==> src/rtl/muldiv_sequencer_pkg.sv <==
// Shared execute-stage definitions: operand width and the aluop encoding
// used by decode/execute, plus small helpers for classifying aluops.
package muldiv_sequencer_pkg;

  localparam int WIDTH   = 32;
  localparam int ALUOP_W = 6;

  typedef logic [ALUOP_W-1:0] aluop_t;

  // Full aluop list shared by decode and execute.
  localparam aluop_t NOP_OP  = 6'b000000;
  localparam aluop_t ADD_OP  = 6'b000001;
  localparam aluop_t MULT_OP = 6'b000010;
  localparam aluop_t DIV_OP  = 6'b000011;
  localparam aluop_t MFHI_OP = 6'b000100;
  localparam aluop_t MFLO_OP = 6'b000101;
  localparam aluop_t SUB_OP  = 6'b000110;
  localparam aluop_t AND_OP  = 6'b000111;
  localparam aluop_t OR_OP   = 6'b001000;
  localparam aluop_t XOR_OP  = 6'b001001;
  localparam aluop_t NOR_OP  = 6'b001010;
  localparam aluop_t SLT_OP  = 6'b001011;
  localparam aluop_t SLL_OP  = 6'b001100;
  localparam aluop_t SRL_OP  = 6'b001101;
  localparam aluop_t SRA_OP  = 6'b001110;
  localparam aluop_t LUI_OP  = 6'b001111;

  // True for aluops that launch a multi-cycle HI/LO operation.
  function automatic logic is_start_op(input aluop_t op);
    return (op == MULT_OP) || (op == DIV_OP);
  endfunction

  // True for aluops that must wait while HI/LO are being produced.
  function automatic logic uses_hilo(input aluop_t op);
    return (op == MULT_OP) || (op == DIV_OP) || (op == MFHI_OP) || (op == MFLO_OP);
  endfunction

endpackage

==> src/rtl/muldiv_step.sv <==
// One radix-2 iteration on the {acc, q} register pair.
// Multiply: shift-add, acc holds the upper product half, q the multiplier.
// Divide: restoring step, acc holds the partial remainder, q the dividend
// being shifted out while quotient bits are shifted in.
module muldiv_step #(
  parameter int WIDTH = 32
) (
  input  logic             is_div,
  input  logic [WIDTH-1:0] acc,
  input  logic [WIDTH-1:0] q,
  input  logic [WIDTH-1:0] b,
  output logic [WIDTH-1:0] acc_next,
  output logic [WIDTH-1:0] q_next
);
  import muldiv_sequencer_pkg::*;

  logic [WIDTH:0]   sum_s;
  logic [WIDTH:0]   shifted_s;
  logic [WIDTH-1:0] diff_s;

  // Select shift-add or restoring-subtract for this iteration.
  always_comb begin
    sum_s     = {1'b0, acc} + (q[0] ? {1'b0, b} : {(WIDTH+1){1'b0}});
    shifted_s = {acc, q[WIDTH-1]};
    // Only used when shifted_s >= b, so the result always fits WIDTH bits.
    diff_s    = shifted_s[WIDTH-1:0] - b;
    if (is_div) begin
      if (shifted_s >= {1'b0, b}) begin
        acc_next = diff_s;
        q_next   = {q[WIDTH-2:0], 1'b1};
      end else begin
        acc_next = shifted_s[WIDTH-1:0];
        q_next   = {q[WIDTH-2:0], 1'b0};
      end
    end else begin
      acc_next = sum_s[WIDTH:1];
      q_next   = {sum_s[0], q[WIDTH-1:1]};
    end
  end

endmodule

==> src/rtl/muldiv_sequencer.sv <==
// Multi-cycle unsigned MULT/DIV unit owning the architectural HI/LO registers.
// A start captures operands, then 32 radix-2 iterations produce the result;
// divide by zero completes one cycle after the start.
module muldiv_sequencer #(
  parameter int WIDTH = 32,
  parameter int CNT_W = 6
) (
  input  logic             clock,
  input  logic             reset_n,
  input  logic             req_valid,
  input  logic [5:0]       req_aluop,
  input  logic [WIDTH-1:0] op_a,
  input  logic [WIDTH-1:0] op_b,
  input  logic             flush,
  output logic [WIDTH-1:0] hi,
  output logic [WIDTH-1:0] lo,
  output logic             busy,
  output logic             stall,
  output logic             done
);
  import muldiv_sequencer_pkg::*;

  typedef enum logic [1:0] {
    ST_IDLE = 2'd0,
    ST_MUL  = 2'd1,
    ST_DIV  = 2'd2,
    ST_DIVZ = 2'd3
  } state_e;

  state_e           state_r, state_nxt_s;
  logic [CNT_W-1:0] cnt_r;
  logic [WIDTH-1:0] acc_r, q_r, b_r;
  logic [WIDTH-1:0] hi_r, lo_r;
  logic             done_r;

  logic             start_s, last_s;
  logic             load_s, step_s, finish_s, finish_dz_s;
  logic [WIDTH-1:0] acc_next_s, q_next_s;

  assign start_s = req_valid & ~flush & is_start_op(req_aluop);
  assign last_s  = (cnt_r == CNT_W'(WIDTH - 1));

  muldiv_step #(.WIDTH(WIDTH)) u_step (
    .is_div   (state_r == ST_DIV),
    .acc      (acc_r),
    .q        (q_r),
    .b        (b_r),
    .acc_next (acc_next_s),
    .q_next   (q_next_s)
  );

  // State register.
  always_ff @(posedge clock or negedge reset_n) begin
    if (!reset_n) begin
      state_r <= ST_IDLE;
    end else begin
      state_r <= state_nxt_s;
    end
  end

  // Next state and datapath controls; completion takes priority over flush.
  always_comb begin
    state_nxt_s = state_r;
    load_s      = 1'b0;
    step_s      = 1'b0;
    finish_s    = 1'b0;
    finish_dz_s = 1'b0;
    case (state_r)
      ST_IDLE: begin
        if (start_s) begin
          load_s = 1'b1;
          if (req_aluop == MULT_OP) begin
            state_nxt_s = ST_MUL;
          end else if (op_b == {WIDTH{1'b0}}) begin
            state_nxt_s = ST_DIVZ;
          end else begin
            state_nxt_s = ST_DIV;
          end
        end else begin
          state_nxt_s = ST_IDLE;
        end
      end
      ST_MUL, ST_DIV: begin
        if (last_s) begin
          step_s      = 1'b1;
          finish_s    = 1'b1;
          state_nxt_s = ST_IDLE;
        end else if (flush) begin
          state_nxt_s = ST_IDLE;
        end else begin
          step_s      = 1'b1;
          state_nxt_s = state_r;
        end
      end
      ST_DIVZ: begin
        finish_dz_s = 1'b1;
        state_nxt_s = ST_IDLE;
      end
      default: begin
        state_nxt_s = ST_IDLE;
      end
    endcase
  end

  // Operand capture, iteration registers, counter and HI/LO write-back.
  always_ff @(posedge clock or negedge reset_n) begin
    if (!reset_n) begin
      cnt_r  <= {CNT_W{1'b0}};
      acc_r  <= {WIDTH{1'b0}};
      q_r    <= {WIDTH{1'b0}};
      b_r    <= {WIDTH{1'b0}};
      hi_r   <= {WIDTH{1'b0}};
      lo_r   <= {WIDTH{1'b0}};
      done_r <= 1'b0;
    end else begin
      done_r <= finish_s | finish_dz_s;
      if (load_s) begin
        cnt_r <= {CNT_W{1'b0}};
        acc_r <= {WIDTH{1'b0}};
        // Divide shifts the dividend out of q; multiply shifts the multiplier.
        q_r   <= (req_aluop == MULT_OP) ? op_b : op_a;
        b_r   <= (req_aluop == MULT_OP) ? op_a : op_b;
      end else if (step_s) begin
        cnt_r <= cnt_r + {{(CNT_W-1){1'b0}}, 1'b1};
        acc_r <= acc_next_s;
        q_r   <= q_next_s;
      end
      if (finish_s) begin
        hi_r <= acc_next_s;
        lo_r <= q_next_s;
      end else if (finish_dz_s) begin
        hi_r <= q_r;
        lo_r <= {WIDTH{1'b1}};
      end
    end
  end

  assign hi    = hi_r;
  assign lo    = lo_r;
  assign done  = done_r;
  assign busy  = (state_r != ST_IDLE);
  assign stall = busy & req_valid & uses_hilo(req_aluop);

endmodule

==> config.mk <==
export PLATFORM = sky130hd
export DESIGN_NAME = muldiv_sequencer
export DESIGN_NICKNAME = d
export VERILOG_FILES = /design/src/rtl/muldiv_sequencer_pkg.sv /design/src/rtl/muldiv_step.sv /design/src/rtl/muldiv_sequencer.sv
export SDC_FILE = /design/constraint.sdc
export NUM_CORES = 1
export LEC_CHECK = 0
export CAP_MARGIN = 20
export CORE_UTILIZATION = 45
export CTS_BUF_LIST = sky130_fd_sc_hd__clkbuf_4 sky130_fd_sc_hd__clkbuf_8
export CTS_CLUSTER_DIAMETER = 50
export DETAILED_ROUTE_END_ITERATION = 8
export PLACE_DENSITY = 0.68
export SYNTH_ARGS = -nofsm -noshare
export SYNTH_HDL_FRONTEND = slang
export SYNTH_HIERARCHICAL = 1
export SYNTH_SLANG_ARGS = --single-unit
==> constraint.sdc <==
create_clock -name clock -period 4.5 [get_ports clock]
set_clock_uncertainty 0.2 [all_clocks]
set_input_delay 0.45 -clock clock [delete_from_list [all_inputs] [get_ports clock]]
set_output_delay 0.45 -clock clock [all_outputs]
set_load 0.02 [all_outputs]
## After elaboration in Yosys (flattened, before gate mapping)

Index checks and enable logic that the tools add are counted.

- Add/subtract/negate cells: 3
- $mul: 0
- Divide/modulo/power cells: 0
- Magnitude comparators: 1
- Eq/ne operators: 9
- Shifts and indexed selects: 0
- Mux-type cells: 31
- Bitwise gates (word level): 6
- Reductions and logical operators: 9

Operators by type and width:

| operator | count |
|---|---|
| 32-bit two-way mux | 14 |
| 32-bit by 33-bit adder with 33-bit output | 1 |
| 33-bit by 32-bit >= comparator with 1-bit output | 1 |
| 32-bit zero test | 1 |
| 32-bit subtractor | 1 |
| 6-bit by 2-bit equality test with 1-bit output (second input constant) | 2 |
| 6-bit by 3-bit equality test with 1-bit output (second input constant) | 2 |
| 6-bit two-way mux | 2 |
| 1-bit two-way mux | 10 |
| 2-bit two-way mux | 4 |
| 6-bit by 1-bit adder with 6-bit output (second input constant) | 1 |
| 6-bit by 5-bit equality test with 1-bit output (second input constant) | 1 |
| 2-bit case mux with 3 select lines | 1 |
| 2-bit nonzero test | 3 |
| 1-bit bitwise AND | 4 |
| 2-bit equality test (second input constant) | 2 |
| 1-bit logical OR | 3 |
| 3-bit inequality test (second input constant) | 1 |
| 2-bit by 1-bit equality test with 1-bit output (second input constant) | 1 |
| 2-bit zero test | 1 |
| 2-bit OR reduction | 1 |
| 1-bit NOT | 1 |
| 1-bit bitwise OR | 1 |

- Register bits after elaboration: 169
- Bits in latches: 0
- Memory bits (writable): 0
- Memory bits (read-only): 0
- Bits of input ports: 74
- Output and inout port bits: 67
- Logic and storage cells: 67
- Memories: 0

## Longest topological paths before layout

- Word-level depth: 6
- Gate-level depth with buffers: 16

## Hierarchy

Netlist, hierarchy kept.

Modules (own cells, without submodules):

| module | instances | cells each | area an instance (µm²) |
|---|---|---|---|
| muldiv_sequencer | 1 | 838 | 7717.4 |
| muldiv_step | 1 | 656 | 4813.4 |

## Worst setup path before layout

Ideal clock, no wire load.

- Path kind: register -> register
- Start: reg q_r[0]
- End: reg acc_r[29]
- Setup time: 123 ps
- Data arrival time: 3079 ps
- Data required time: 4177 ps
- Setup slack: 1097 ps
- Stages on the path, launching flop included: 16
- Clock period less this slack: 3403 ps
- Path through: dfrtp_1 clkbuf_1 and2_1 ha_1 fa_1 a21o_1 a311oi_2 nor4b_1 o211ai_1 a21oi_1 o41ai_4 o21bai_1 a211o_1 o2bb2ai_1 nand2_1 a21oi_1

- Word-level cells in the longest chain between the ends: 5

Ends and longest elaborated chain:

| element | line | RTL |
|---|---|---|
| start, declared | muldiv_sequencer.sv:32 | `logic [WIDTH-1:0] acc_r, q_r, b_r;` |
| start signal, assigned | muldiv_sequencer.sv:110 | `q_r <= {WIDTH{1'b0}};` |
| start signal, assigned | muldiv_sequencer.sv:121 | `q_r <= (req_aluop == MULT_OP) ? op_b : op_a;` |
| start signal, assigned | muldiv_sequencer.sv:126 | `q_r <= q_next_s;` |
| 32-bit two-way mux | muldiv_step.sv:23 | `sum_s = {1'b0, acc} + (q[0] ? {1'b0, b} : {(WIDTH+1){1'b0}});` |
| 32-bit by 33-bit adder with 33-bit output | muldiv_step.sv:23 |  |
| 32-bit two-way mux | muldiv_step.sv:27 | `if (is_div) begin` |
| net acc_next_s[29] | muldiv_sequencer.sv:38 | `logic [WIDTH-1:0] acc_next_s, q_next_s;` |
| 32-bit two-way mux | muldiv_sequencer.sv:123 | `end else if (step_s) begin` |
| 32-bit two-way mux | muldiv_sequencer.sv:117 | `if (load_s) begin` |
| end signal, assigned | muldiv_sequencer.sv:109 | `acc_r <= {WIDTH{1'b0}};` |
| end signal, assigned | muldiv_sequencer.sv:119 | `acc_r <= {WIDTH{1'b0}};` |
| end signal, assigned | muldiv_sequencer.sv:125 | `acc_r <= acc_next_s;` |
| end, declared | muldiv_sequencer.sv:32 |  |

The timed path passes the listed nets, and every way through them passes these cells. The select of a mux whose other input is x is not followed.
A chain may end at the register's enable or synchronous reset.

## Final worst setup path

- Start: reg q_r[0]
- End: reg acc_r[31]

The elaborated chain is that of the path after synthesis.

==> key figures <==
Clock tree
  • H-tree lvl count: 4
  • Root buf cell: clkbuf_8
  • Post-CTS Setup Bufs: 0
  • TritonCTS clock tree: built
  • CTS Buf Count: 17
  • Later-pin clock latency in the skew report: 0.47 ns
  • Cts hold-fix bufs: 1
  • Clock transition at path regs: 0.10 ns
  • Clock Path Buffers: 2
  • Post-CTS sizing: 0
  • CTS sink count: 169

Outcome
  • Outcome: completed

STA
  • Final Critical Period: 4.02 ns
  • Fmax: 0.249 GHz
  • Hold_ws: 0.319 ns
  • Worst slew pin tran: 1.08 ns
  • Final hold vios: 0
  • Setup TNS: 0 ns
  • Max-slew violation count: 0
  • Final setup fails: 0
  • Part of the cycle the worst path needs: 0.894
  • Max-slew headroom: 0.282
  • Worst Setup Slack, final: 0.477 ns
  • RSZ-0062 raised after global routing: false

Logic synthesis
  • Async SR Flop Fraction: 1.00
  • Number of synthesized flops with an enable pin: 0
  • Top cells by count, synth: nand2_1, dfrtp_1, a21oi_1
  • Count of state elements after synthesis: 169
  • Top post-synthesis cells by area: dfrtp_1, nand2_1, ha_1
  • Area leader, netlist: dfrtp_1
  • Mapped Avg Cell Area: 8.39 um2
  • Register area share after synthesis: 0.337
  • Synth unique cells: 84
  • Post-synthesis cell area: 0.0125 mm2
  • Yosys top cell area share: 0.337
  • Ys flop type: dfrtp_1
  • Synth warn: 6
  • Post-Syn Nets: 1638
  • Most frequent cell after synthesis: nand2_1
  • Synth Instances: 1494

Power
  • Power density of the placed cells: 276 mW/mm2
  • Switching share of power: 0.361
  • Clock power frac: 0.272
  • Int Pwr: 2.56 mW
  • Flop pwr share: 0.440
  • Gate power share: 0.288
  • Leakage power: 6.30 nW
  • Net Switching: 1.44 mW
  • Power Total: 4.00 mW
  • Max VDD drop: 0.000198 V

Drt
  • WL/cell: 19.9 um
  • DRT iter0 DRCs: 966
  • DRT antenna net count: 0
  • Drt via density: 5.87
  • DRC: 0
  • Drt total wl: 39000 um
  • Via count: 11500
  • Initial DRT Pass Iterations: 5

Placed design
  • Placer Congestion: 0.927
  • I/O Buffers: 140
  • Post-Place Cells: 1928
  • Post-Place Worst Slack: 0.483 ns
  • Final HPWL DP: 28600 um

Floorplan
  • Die ar.: 0.0285 mm2
  • Row count: 60
  • Core area: 0.0271 mm2
  • Die H: 169 um
  • Initial Util: 0.462
  • Die Span X: 169 um
  • # IOs: 141

Finish
  • Diode count: 0
  • Proportion of layout cells with a drive suffix above 1: 0.0780
  • Layout Nets: 1721
  • Area growth syn-to-layout: 15.6%
  • Finished Layout Cells: 1961

Global routing
  • First-pass GRT wire length: 61500 um
  • Tot GR Track Use: 0.275
  • Total congestion overflow: 0
  • Largest net degree at the start of global routing: 94
  • Vias in the first global route: 10900
  • Initial antenna violation count: 0

Worst setup path
  • Crit Path Category: register to register
  • Reg-to-reg endpoint: acc_r[31]
  • Reg2reg setup slack: 0.48 ns
  • CP Launch Type: register
  • Worst setup EP type: register
  • Crit path DAT: 4.20 ns
  • Crit. Startpoint: q_r[0]
  • RR Startpoint: q_r[0]
  • Highest fanout seen on the critical path: 20
  • Worst R2R Path Depth: 14
  • Req. time, crit path: 4.68 ns

Worst hold path
  • Hold depth: 2
  • Hold path start: b_r[8]
  • Min-Delay Endpoint: b_r[8]
  • Min-Delay Path Class: register to register

Job
  • Max-cap violation count: 0
==> cell usage in the layout, fill, tap and decap left out, types with 10 or more instances in the layout <==
| master | n |
|---|---|
| a21o_1 | 70 |
| o22ai_1 | 33 |
| or3_1 | 10 |
| a31oi_1 | 12 |
| clkbuf_8 | 17 |
| o21bai_1 | 10 |
| xnor2_1 | 31 |
| nor3_1 | 11 |
| mux2_2 | 31 |
| nand2_1 | 234 |
| buf_4 | 11 |
| ha_1 | 66 |
| nor2_1 | 77 |
| a22oi_1 | 33 |
| o21ai_0 | 131 |
| a21oi_1 | 135 |
| o21ai_1 | 35 |
| inv_1 | 52 |
| mux2i_1 | 63 |
| clkdlybuf4s50_1 | 138 |
| and2_1 | 35 |
| xor2_1 | 21 |
| nand3_1 | 20 |
| dfrtp_1 | 169 |
==> metal layers <==
layer | wire length [um] | global-route usage | up-vias
met5 | 0 | 0 | -
met1 | 18600 | 0.413 | 5571
met2 | 17200 | 0.415 | 404
met4 | 672 | 0.0700 | 0
met3 | 2520 | 0.0358 | 38
li1 | - | - | 5490
==> metrics by stage <==
stage          cell area (um2)  utilization
5_1_grt                  14500        0.535
2_1_floorplan            12500            -
3_5_place_dp             14100        0.519
4_1_cts                  14500        0.534
6_report                 14500        0.535
3_3_place_gp             14100        0.519
==> cell families after synthesis <==
family                   Yosys count  share of synthesized area
multiplexers                      94                     0.0782
flip-flops                       169                      0.337
buffers and inverters            144                     0.0561
AO/OA/AOI/OAI                    519                      0.260
AND/OR/NAND/NOR                  446                      0.161
adder cells (fa/ha/maj)           70                     0.0711
XOR/XNOR                          52                     0.0363
==> worst max-delay path, stage by stage, from the launching register on <==
cell	delay, ns
dfrtp_1	0.70
buf_4	0.33
and2_1	0.20
fa_1	0.22
a21o_1	0.17
a311oi_2	0.13
nor4b_1	0.50
o211ai_1	0.18
a21oi_1	0.38
o41ai_4	0.12
o21ai_0	0.24
o21ai_0	0.11
a32oi_1	0.21
nand2_1	0.07
a21oi_1	0.18
==> sequential cells by signal (all words and copies together), names as in the netlist <==
signal   flops
q_r         32
done         1
b_r         32
hi          32
acc_r       32
lo          32
state_r      2
cnt_r        6
==> how the worst max path moves through the flow <==
stage,endpoint,slack (ns),cells after the start
global route,acc_r[31],0.14,14
global placement,acc_r[31],0.59,14
CTS,acc_r[31],0.46,14
floorplan,acc_r[29],1.10,15
detailed placement,acc_r[31],0.48,14
finish,acc_r[31],0.48,14
==> cell type report <==
class	count	area, um2
clock buffers	17	234
well taps	372	465
inverters	52	195
multi-input cells	1181	7640
flip-flops and latches	169	4230
fillers	2561	12600
repair buffers	156	1580
clock inverters	14	148
==> power groups by stage <==
stage               clock network [mW]  registers (mW)  logic [mW]
global placement                     0            1.78        1.11
floorplan                            0            1.72       0.841
detailed placement                   0            1.79        1.13
CTS                               1.11            1.76        1.13
global route                      1.16            1.78        1.25
finish                            1.09            1.76        1.15
(Power assumes the default switching activity.)
